[src/rtl/display_driver.sv]
// Four-digit multiplexed 7-segment driver: captures a 14-bit binary value, converts it to BCD
// with an iterative double-dabble, and scans the digits with leading-zero blanking.
module display_driver #(
    parameter int unsigned DIGIT_PERIOD = 100000
) (
    input  logic        clk,
    input  logic        rstn,
    input  logic [13:0] value,
    input  logic        load,
    output logic        busy,
    output logic [6:0]  y,
    output logic [3:0]  Anode_Activate
);

    localparam logic [19:0] ScanLast = 20'(DIGIT_PERIOD - 1);

    typedef enum logic [0:0] {StIdle, StConv} state_e;

    state_e      state_q, state_d;
    logic [13:0] shift_q, shift_d;
    logic [15:0] bcd_q, bcd_d, bcd_adj;
    logic [3:0]  bit_cnt_q, bit_cnt_d;
    logic        ovf_q, ovf_d;
    logic [15:0] disp_q, disp_d;
    logic        disp_ovf_q, disp_ovf_d;
    logic [19:0] scan_cnt_q, scan_cnt_d;
    logic [1:0]  idx_q, idx_d;
    logic [3:0]  an_q, an_d;
    logic [6:0]  y_q, y_d;
    logic [3:0]  digit;
    logic        blank;

    function automatic logic [6:0] seg7(input logic [3:0] d);
        logic [6:0] s;
        unique case (d)
            4'd0:    s = 7'b1000000;
            4'd1:    s = 7'b1111001;
            4'd2:    s = 7'b0100100;
            4'd3:    s = 7'b0110000;
            4'd4:    s = 7'b0011001;
            4'd5:    s = 7'b0010010;
            4'd6:    s = 7'b0000010;
            4'd7:    s = 7'b1111000;
            4'd8:    s = 7'b0000000;
            4'd9:    s = 7'b0010000;
            default: s = 7'b1111111;
        endcase
        return s;
    endfunction

    // Conversion FSM and display register
    always_comb begin
        state_d    = state_q;
        shift_d    = shift_q;
        bcd_d      = bcd_q;
        bit_cnt_d  = bit_cnt_q;
        ovf_d      = ovf_q;
        disp_d     = disp_q;
        disp_ovf_d = disp_ovf_q;
        bcd_adj    = bcd_q;
        for (int k = 0; k < 4; k++) begin
            if (bcd_q[4*k +: 4] >= 4'd5) begin
                bcd_adj[4*k +: 4] = bcd_q[4*k +: 4] + 4'd3;
            end
        end
        unique case (state_q)
            StIdle: begin
                if (load) begin
                    shift_d   = value;
                    bcd_d     = 16'd0;
                    bit_cnt_d = 4'd0;
                    ovf_d     = (value > 14'd9999);
                    state_d   = StConv;
                end
            end
            StConv: begin
                bcd_d     = (bcd_adj << 1) | {15'd0, shift_q[13]};
                shift_d   = shift_q << 1;
                bit_cnt_d = bit_cnt_q + 4'd1;
                if (bit_cnt_q == 4'd13) begin
                    // Last shift: commit the finished result in the same edge busy falls.
                    state_d    = StIdle;
                    disp_ovf_d = ovf_q;
                    disp_d     = ovf_q ? 16'd0 : bcd_d;
                end
            end
        endcase
    end

    // Free-running digit scan
    always_comb begin
        scan_cnt_d = scan_cnt_q + 20'd1;
        idx_d      = idx_q;
        if (scan_cnt_q == ScanLast) begin
            scan_cnt_d = 20'd0;
            idx_d      = idx_q + 2'd1;
        end
    end

    // Output registers are fed from next-state so y and the anode always match the
    // current index and display register.
    always_comb begin
        digit = disp_d[3:0];
        blank = 1'b0;
        unique case (idx_d)
            2'd0: begin digit = disp_d[3:0];   blank = 1'b0;                  end
            2'd1: begin digit = disp_d[7:4];   blank = (disp_d[15:4] == 12'd0); end
            2'd2: begin digit = disp_d[11:8];  blank = (disp_d[15:8] == 8'd0);  end
            2'd3: begin digit = disp_d[15:12]; blank = (disp_d[15:12] == 4'd0); end
        endcase
        an_d = ~(4'b0001 << idx_d);
        if (disp_ovf_d) begin
            y_d = 7'b0111111;
        end else if (blank) begin
            y_d = 7'b1111111;
        end else begin
            y_d = seg7(digit);
        end
    end

    always_ff @(posedge clk) begin
        if (rstn) begin
            state_q    <= StIdle;
            shift_q    <= 14'd0;
            bcd_q      <= 16'd0;
            bit_cnt_q  <= 4'd0;
            ovf_q      <= 1'b0;
            disp_q     <= 16'd0;
            disp_ovf_q <= 1'b0;
            scan_cnt_q <= 20'd0;
            idx_q      <= 2'd0;
            an_q       <= 4'b1110;
            y_q        <= 7'b1000000;
        end else begin
            state_q    <= state_d;
            shift_q    <= shift_d;
            bcd_q      <= bcd_d;
            bit_cnt_q  <= bit_cnt_d;
            ovf_q      <= ovf_d;
            disp_q     <= disp_d;
            disp_ovf_q <= disp_ovf_d;
            scan_cnt_q <= scan_cnt_d;
            idx_q      <= idx_d;
            an_q       <= an_d;
            y_q        <= y_d;
        end
    end

    assign busy           = (state_q == StConv);
    assign y              = y_q;
    assign Anode_Activate = an_q;

endmodule

[config.mk]
export PLATFORM = sky130hd
export DESIGN_NAME = display_driver
export DESIGN_NICKNAME = d
export VERILOG_FILES = /design/src/rtl/display_driver.sv
export SDC_FILE = /design/constraint.sdc
export NUM_CORES = 1
export LEC_CHECK = 0
export ABC_CLOCK_PERIOD_IN_PS = 3100
export BUFFER_PORTS_ARGS = -buffer_cell sky130_fd_sc_hd__buf_2
export CORE_MARGIN = 1
export CORE_UTILIZATION = 45
export CTS_CLUSTER_SIZE = 25
export DETAILED_ROUTE_END_ITERATION = 12
export SYNTH_ARGS = -nofsm -noshare
export SYNTH_HDL_FRONTEND = slang
export SYNTH_SLANG_ARGS = --single-unit
[constraint.sdc]
create_clock -name clk -period 3.1 [get_ports clk]
set_clock_uncertainty 0.05 [all_clocks]
set_input_delay 0.775 -clock clk [delete_from_list [all_inputs] [get_ports clk]]
set_output_delay 0.775 -clock clk [all_outputs]
set_load 0.01 [all_outputs]
Word-level counts from Yosys, hierarchy flattened. Memories as Yosys holds them, arrays and structs flattened. Index checks and enable logic that the tools add are counted.

$lt $le $gt $ge: 5. Mux-type cells: 23. Add/sub/neg operators: 7. Shift-type cells: 1. Equality and inequality tests: 6. Bitwise gates (word level): 3. Reductions and logical operators: 6.

Operators with widths (count): two-way mux 16 bit (4); one-hot mux 16 bit (2 select lines) (1); one-hot mux 14 bit (2 select lines) (1); adder 20 x 1 -> 20 bit, second input constant (1); equality test 20 x 17 -> 1 bit, second input constant (1); >= comparator 4 x 3 -> 1 bit, second input constant (4); two-way mux 4 bit (4); bitwise OR 16 x 1 -> 16 bit (1); one-hot mux 4 bit (4 select lines) (1); greater-than comparator 14 bit, second input constant (1); two-way mux 14 bit (1); two-way mux 7 bit (2); adder 4 x 2 -> 4 bit, second input constant (3); zero test 12 bit (1); zero test 8 bit (1); one-hot mux 4 bit (2 select lines) (1); adder 4 x 1 -> 4 bit, second input constant (1); equality test 2 bit, second input constant (2); equality test 4 bit, second input constant (1); zero test 4 bit (1); two-way mux 1 bit (4); NOT 4 bit (1); one-hot mux 1 bit (4 select lines) (1); << shifter 1 x 2 -> 4 bit, first input constant (1); other kinds (11) (11).

Logic and storage cells: 63. ROM bits: 112. Bits of input ports: 17. Flip-flop bits (word level): 86. Memories kept: 1. Output and inout bits: 12.

Memories: (name not given) (words 16, bits a word 7, read ports 1, clocked after Yosys merged registers in 0, write ports 0, line 35) `unique case (d)`.

Longest topological paths before layout.
Depth after elaboration: 10. Depth in mapped cells: 15. Gate-level depth less buffers: 13.

Worst setup path after synthesis. Ideal clock, no wire load.

Kind: reg2reg. Start point: reg scan_cnt_q[0]. End point: reg y_q[6] (netlist: y[6]). Buffers on the path: 0. Stages on the path, launching flop included: 12. Library setup time: 0.115 ns. Required time: 2.935 ns. Clock period less this slack: 2.822 ns. Path slack: 0.278 ns. Arrival time: 2.657 ns. Cell sequence: dfxtp_1 ha_1 and4_1 nand4_1 nor3_1 o21ai_0 nand3_1 inv_1 ha_1 and2_4 or3_1 a31o_1.

Cells in the longest elaborated chain, start to end: 7.

RTL lines: start: declaration (line 26) `logic [19:0] scan_cnt_q, scan_cnt_d;`; start signal: assignment (line 142) `scan_cnt_q <= scan_cnt_d;`; equality test 20 x 17 -> 1 bit * (line 94) `if (scan_cnt_q == ScanLast) begin`; two-way mux 2 bit * (line 94); equality test 2 bit, or another cell as far along (line 105) `unique case (idx_d)`; one-hot mux 4 bit (4 select lines) (line 105); memory (16 x 7 bit); two-way mux 7 bit * (line 114) `end else if (blank) begin`; two-way mux 7 bit * (line 112) `if (disp_ovf_d) begin`; end signal: assignment (line 145) `y_q <= y_d;`; end: declaration (line 29) `logic [6:0] y_q, y_d;`.

Every way passes the cells marked *; elsewhere a longest branch is shown, timed or not. A chain may end at the register's enable or synchronous reset.

Worst setup path after layout.
Start point: reg bcd_q[4]. End point: reg y_q[6] (netlist: y[6]).

Cells in the longest elaborated chain, start to end: 10.

RTL lines: start: declaration (line 21) `logic [15:0] bcd_q, bcd_d, bcd_adj;`; start signal: assignment (line 125) `bcd_q <= 16'd0;`; start signal: assignment (line 137) `bcd_q <= bcd_d;`; adder 4 x 2 -> 4 bit or >= comparator 4 x 3 -> 1 bit (tied branches) (line 63, 62); two-way mux 4 bit * (line 62) `if (bcd_q[4*k +: 4] >= 4'd5) begin`; bitwise OR 16 x 1 -> 16 bit * (line 77) `bcd_d = (bcd_adj << 1) | {15'd0, shift_q[13]};`; two-way mux 16 bit * (line 84) `disp_d = ovf_q ? 16'd0 : bcd_d;`; two-way mux 16 bit * (line 80) `if (bit_cnt_q == 4'd13) begin`; two-way mux 16 bit * (line 66) `unique case (state_q)`; one-hot mux 4 bit (4 select lines), or another cell as far along (line 105); memory (16 x 7 bit) or one-hot mux 1 bit (4 select lines) (tied branches); two-way mux 7 bit * (line 114); two-way mux 7 bit * (line 112).

Marked as above.

==> key figures <==
Layout
  – Post-layout instance area: 0.00493 sq mm
  – Final #Nets: 603
  – Commonest non-fill, non-tap cell in the layout: nor2_1
  – # diodes: 0
  – Most frequent cells in the layout: 89 x nor2_1, 84 x dfxtp_1, 53 x a21oi_1, 32 x nand2_1, 28 x buf_2
  – Share of layout cells above drive strength 1: 13.1%
  – Layout area overhead: 11.5%
  – Post-route non-filler standard cell count: 703

Yosys
  – Yosys cell types: 58
  – Post-synthesis area per instance: 8.08 sq um
  – Mapped Nets: 580
  – Number of synthesized flops with an enable pin: 0
  – Synthesis-stage register bit count: 86
  – Async S/R FF share, synth: 0%
  – Dominant synthesized flop cell: dfxtp_1
  – Post-Synthesis Cells: 547
  – Top cells by area, synth: dfxtp_1 39%, nor2_1 7.6%, a21oi_1 6.1%
  – Top-area cell type share of the netlist area: 39.0%
  – Yosys warns: 0
  – Yosys top cell by area: dfxtp_1
  – Mapped Area: 0.00442 sq mm
  – Sequential area share after synthesis: 39.0%

Placement
  – Pre-CTS setup slack: 0.0498 ns
  – Area post-placement: 0.00470 sq mm
  – DP HPWL: 6.82 mm
  – # port buffers: 28
  – Placed Cells: 687
  – RD Place Congestion: 0.813

Global route
  – GRT overflow: 0
  – Initial antenna violation count: 0
  – Gr usage total: 20.2%
  – Met2 GRT Util: 33.2%
  – Largest net degree at the start of global routing: 40
  – Met3 Usage GRT: 4.09%
  – Vias in the first global route: 3,492
  – Met1 usage: 26.6%
  – Most Crowded Layer GR: met2
  – First-pass GRT wire length: 16.3 mm

Clock network
  – CTS buffer count: 9
  – Clock transition at path regs: 0.08 ns
  – CTS tree: yes
  – Htree depth: 3
  – Max clock buf depth: 2
  – # hold bufs at CTS: 0
  – CTS Root Cell: clkbuf_8
  – Clock sinks: 86
  – Worst skew pair latency: 0.36 ns

Power and ir drop
  – Pwr Total: 0.00203 W
  – Maximum vdd drop: 0.000206 V
  – Static Leakage: 1.82 nW
  – P per Cell Area: 413 mW/mm^2

Routing
  – Drc violations: 0
  – Total wire length: 9.61 mm
  – WL/cell: 13.7 um
  – Initial DRC Count: 137
  – Drt pass-1 iters: 4
  – Vias per cell: 5.34
  – Final ANT Viol Nets: 0
  – DR vias: 3,755

Worst setup path
  – Crit Path Class: reg2reg
  – Startpoint types: flip-flop
  – Arrival @ worst endpoint: 3.09 ns
  – Worst-path maximum fanout: 8
  – CP Data Required Time: 3.30 ns
  – Nature of the critical path endpoint: flip-flop

Hold path
  – Hold crit path type: reg2reg

Status
  – Outcome: finished clean

Floorplan
  – Initial Utilization: 47.2%
  – Die Area: 0.0102 sq mm
  – Die W: 101 um
  – Area of the core: 0.00937 sq mm
  – Ports: 29
  – Row Count: 35
  – Vert. Die Dim: 101 um

Timing
  – Final setup TNS: 0 ns
  – Final WS setup: 0.208 ns
  – Final Max Tran Viols: 0
  – Period Utilization, post-route: 93.3%
  – Max Clk Rate: 346 MHz
  – Final setup fails: 0
  – Worst Tran Pin Value: 0.778 ns
  – Minimum clock period: 2.89 ns
  – Fin. Hold Viols: 0
  – RSZ-0062 raised after global routing: false
  – Slew headroom: 48.1%

Flow run
  – Max-Cap Viols: 0
synthesized netlist by cell type, drive strengths merged (3+ instances only):
library cell,instances
nor2,90
dfxtp,86
a21oi,54
nand2,33
nor3,27
o21ai,27
clkbuf,25
inv,18
nand3,18
ha,16
mux2i,15
xnor2,12
xor2,11
nor4,9
buf,7
nand2b,7
a22oi,6
a2bb2oi,6
and2,6
nand4,6
a211oi,5
a31oi,5
and3,5
nand3b,5
nor3b,5
nor2b,4
or3,4
and4,3
mux2,3
final timing paths:
check | start | to | slack [ns] | depth (start not counted)
hold / removal | scan_cnt_q[0] | scan_cnt_q[0] | 0.39 | 1
setup / recovery | bcd_q[4] | y[6] | 0.21 | 13
hold reg to reg | scan_cnt_q[0] | scan_cnt_q[0] | 0.39 | 1
setup reg to reg | bcd_q[4] | y[6] | 0.21 | 13
stage by stage:
step	util, %	hold WS [ns]
after floorplan	-	0.363
after global placement	50.2	0.373
after detailed placement	50.2	0.382
after CTS	52.2	0.393
after global routing	52.6	0.420
final	52.6	0.388
routing by layer:
| metal | part of all wire [%] | up-vias |
|---|---|---|
| met4 | 1.4 | 0 |
| met3 | 2.5 | 14 |
| li1 | - | 1970 |
| met2 | 46 | 43 |
| met5 | 0 | - |
| met1 | 50 | 1728 |
where the power goes:
| part | switching, W | total [W] | internal [W] |
|---|---|---|---|
| sequential | 0.0000129 | 0.00113 | 0.00112 |
| clock | 0.000400 | 0.000789 | 0.000388 |
| combinational | 0.0000725 | 0.000112 | 0.0000394 |
| total | 0.000486 | 0.00203 | 0.00155 |
timing repair:
item,CTS,global route
setup buffers,0,1
setup endpoints to repair,0,3
hold endpoints to repair,0,0
gates resized for setup,0,9
registers in the layout, summed over array words and instances, names as in the netlist:
name and count:
Anode_Activate 4, bcd_q 16, bit_cnt_q 4, busy 1, disp_ovf_q 1, disp_q 16, idx_q 2, ovf_q 1
scan_cnt_q 20, shift_q 14, y 7
logic make-up (layout without fill, tap and decap cells):
| group | after synthesis | after routing | synth area share (%) |
|---|---|---|---|
| and+or+nand+nor | 226 | 226 | 25.0 |
| adders and majority gates | 16 | 16 | 4.53 |
| DFF | 86 | 86 | 39.0 |
| buffers and inverters | 50 | 77 | 4.78 |
| muxes | 18 | 18 | 4.16 |
| xor gates and xnor gates | 23 | 23 | 4.56 |
| AOI/OAI and AO/OA | 128 | 128 | 18.0 |
worst max-delay path: stages (launching register included):
cell and delay (ns):
dfxtp_1 0.34, inv_1 0.12, ha_2 0.26, nand2b_1 0.10, a21oi_2 0.20, xnor2_1 0.13
a221oi_1 0.32, o22ai_1 0.16, nand3_1 0.19, inv_1 0.09, ha_1 0.19, and2_4 0.13
or3_1 0.30, a31o_1 0.21
cell type report:
class / instances / area, sq um
fillers: 940 / 4450
multi-input cells: 411 / 2510
flip-flops and latches: 86 / 1720
repair buffers: 44 / 273
well taps: 129 / 161
clock buffers: 11 / 141
inverters: 18 / 67.6
clock inverters: 4 / 47.5
Note: power is estimated with default switching activity, not from simulation.
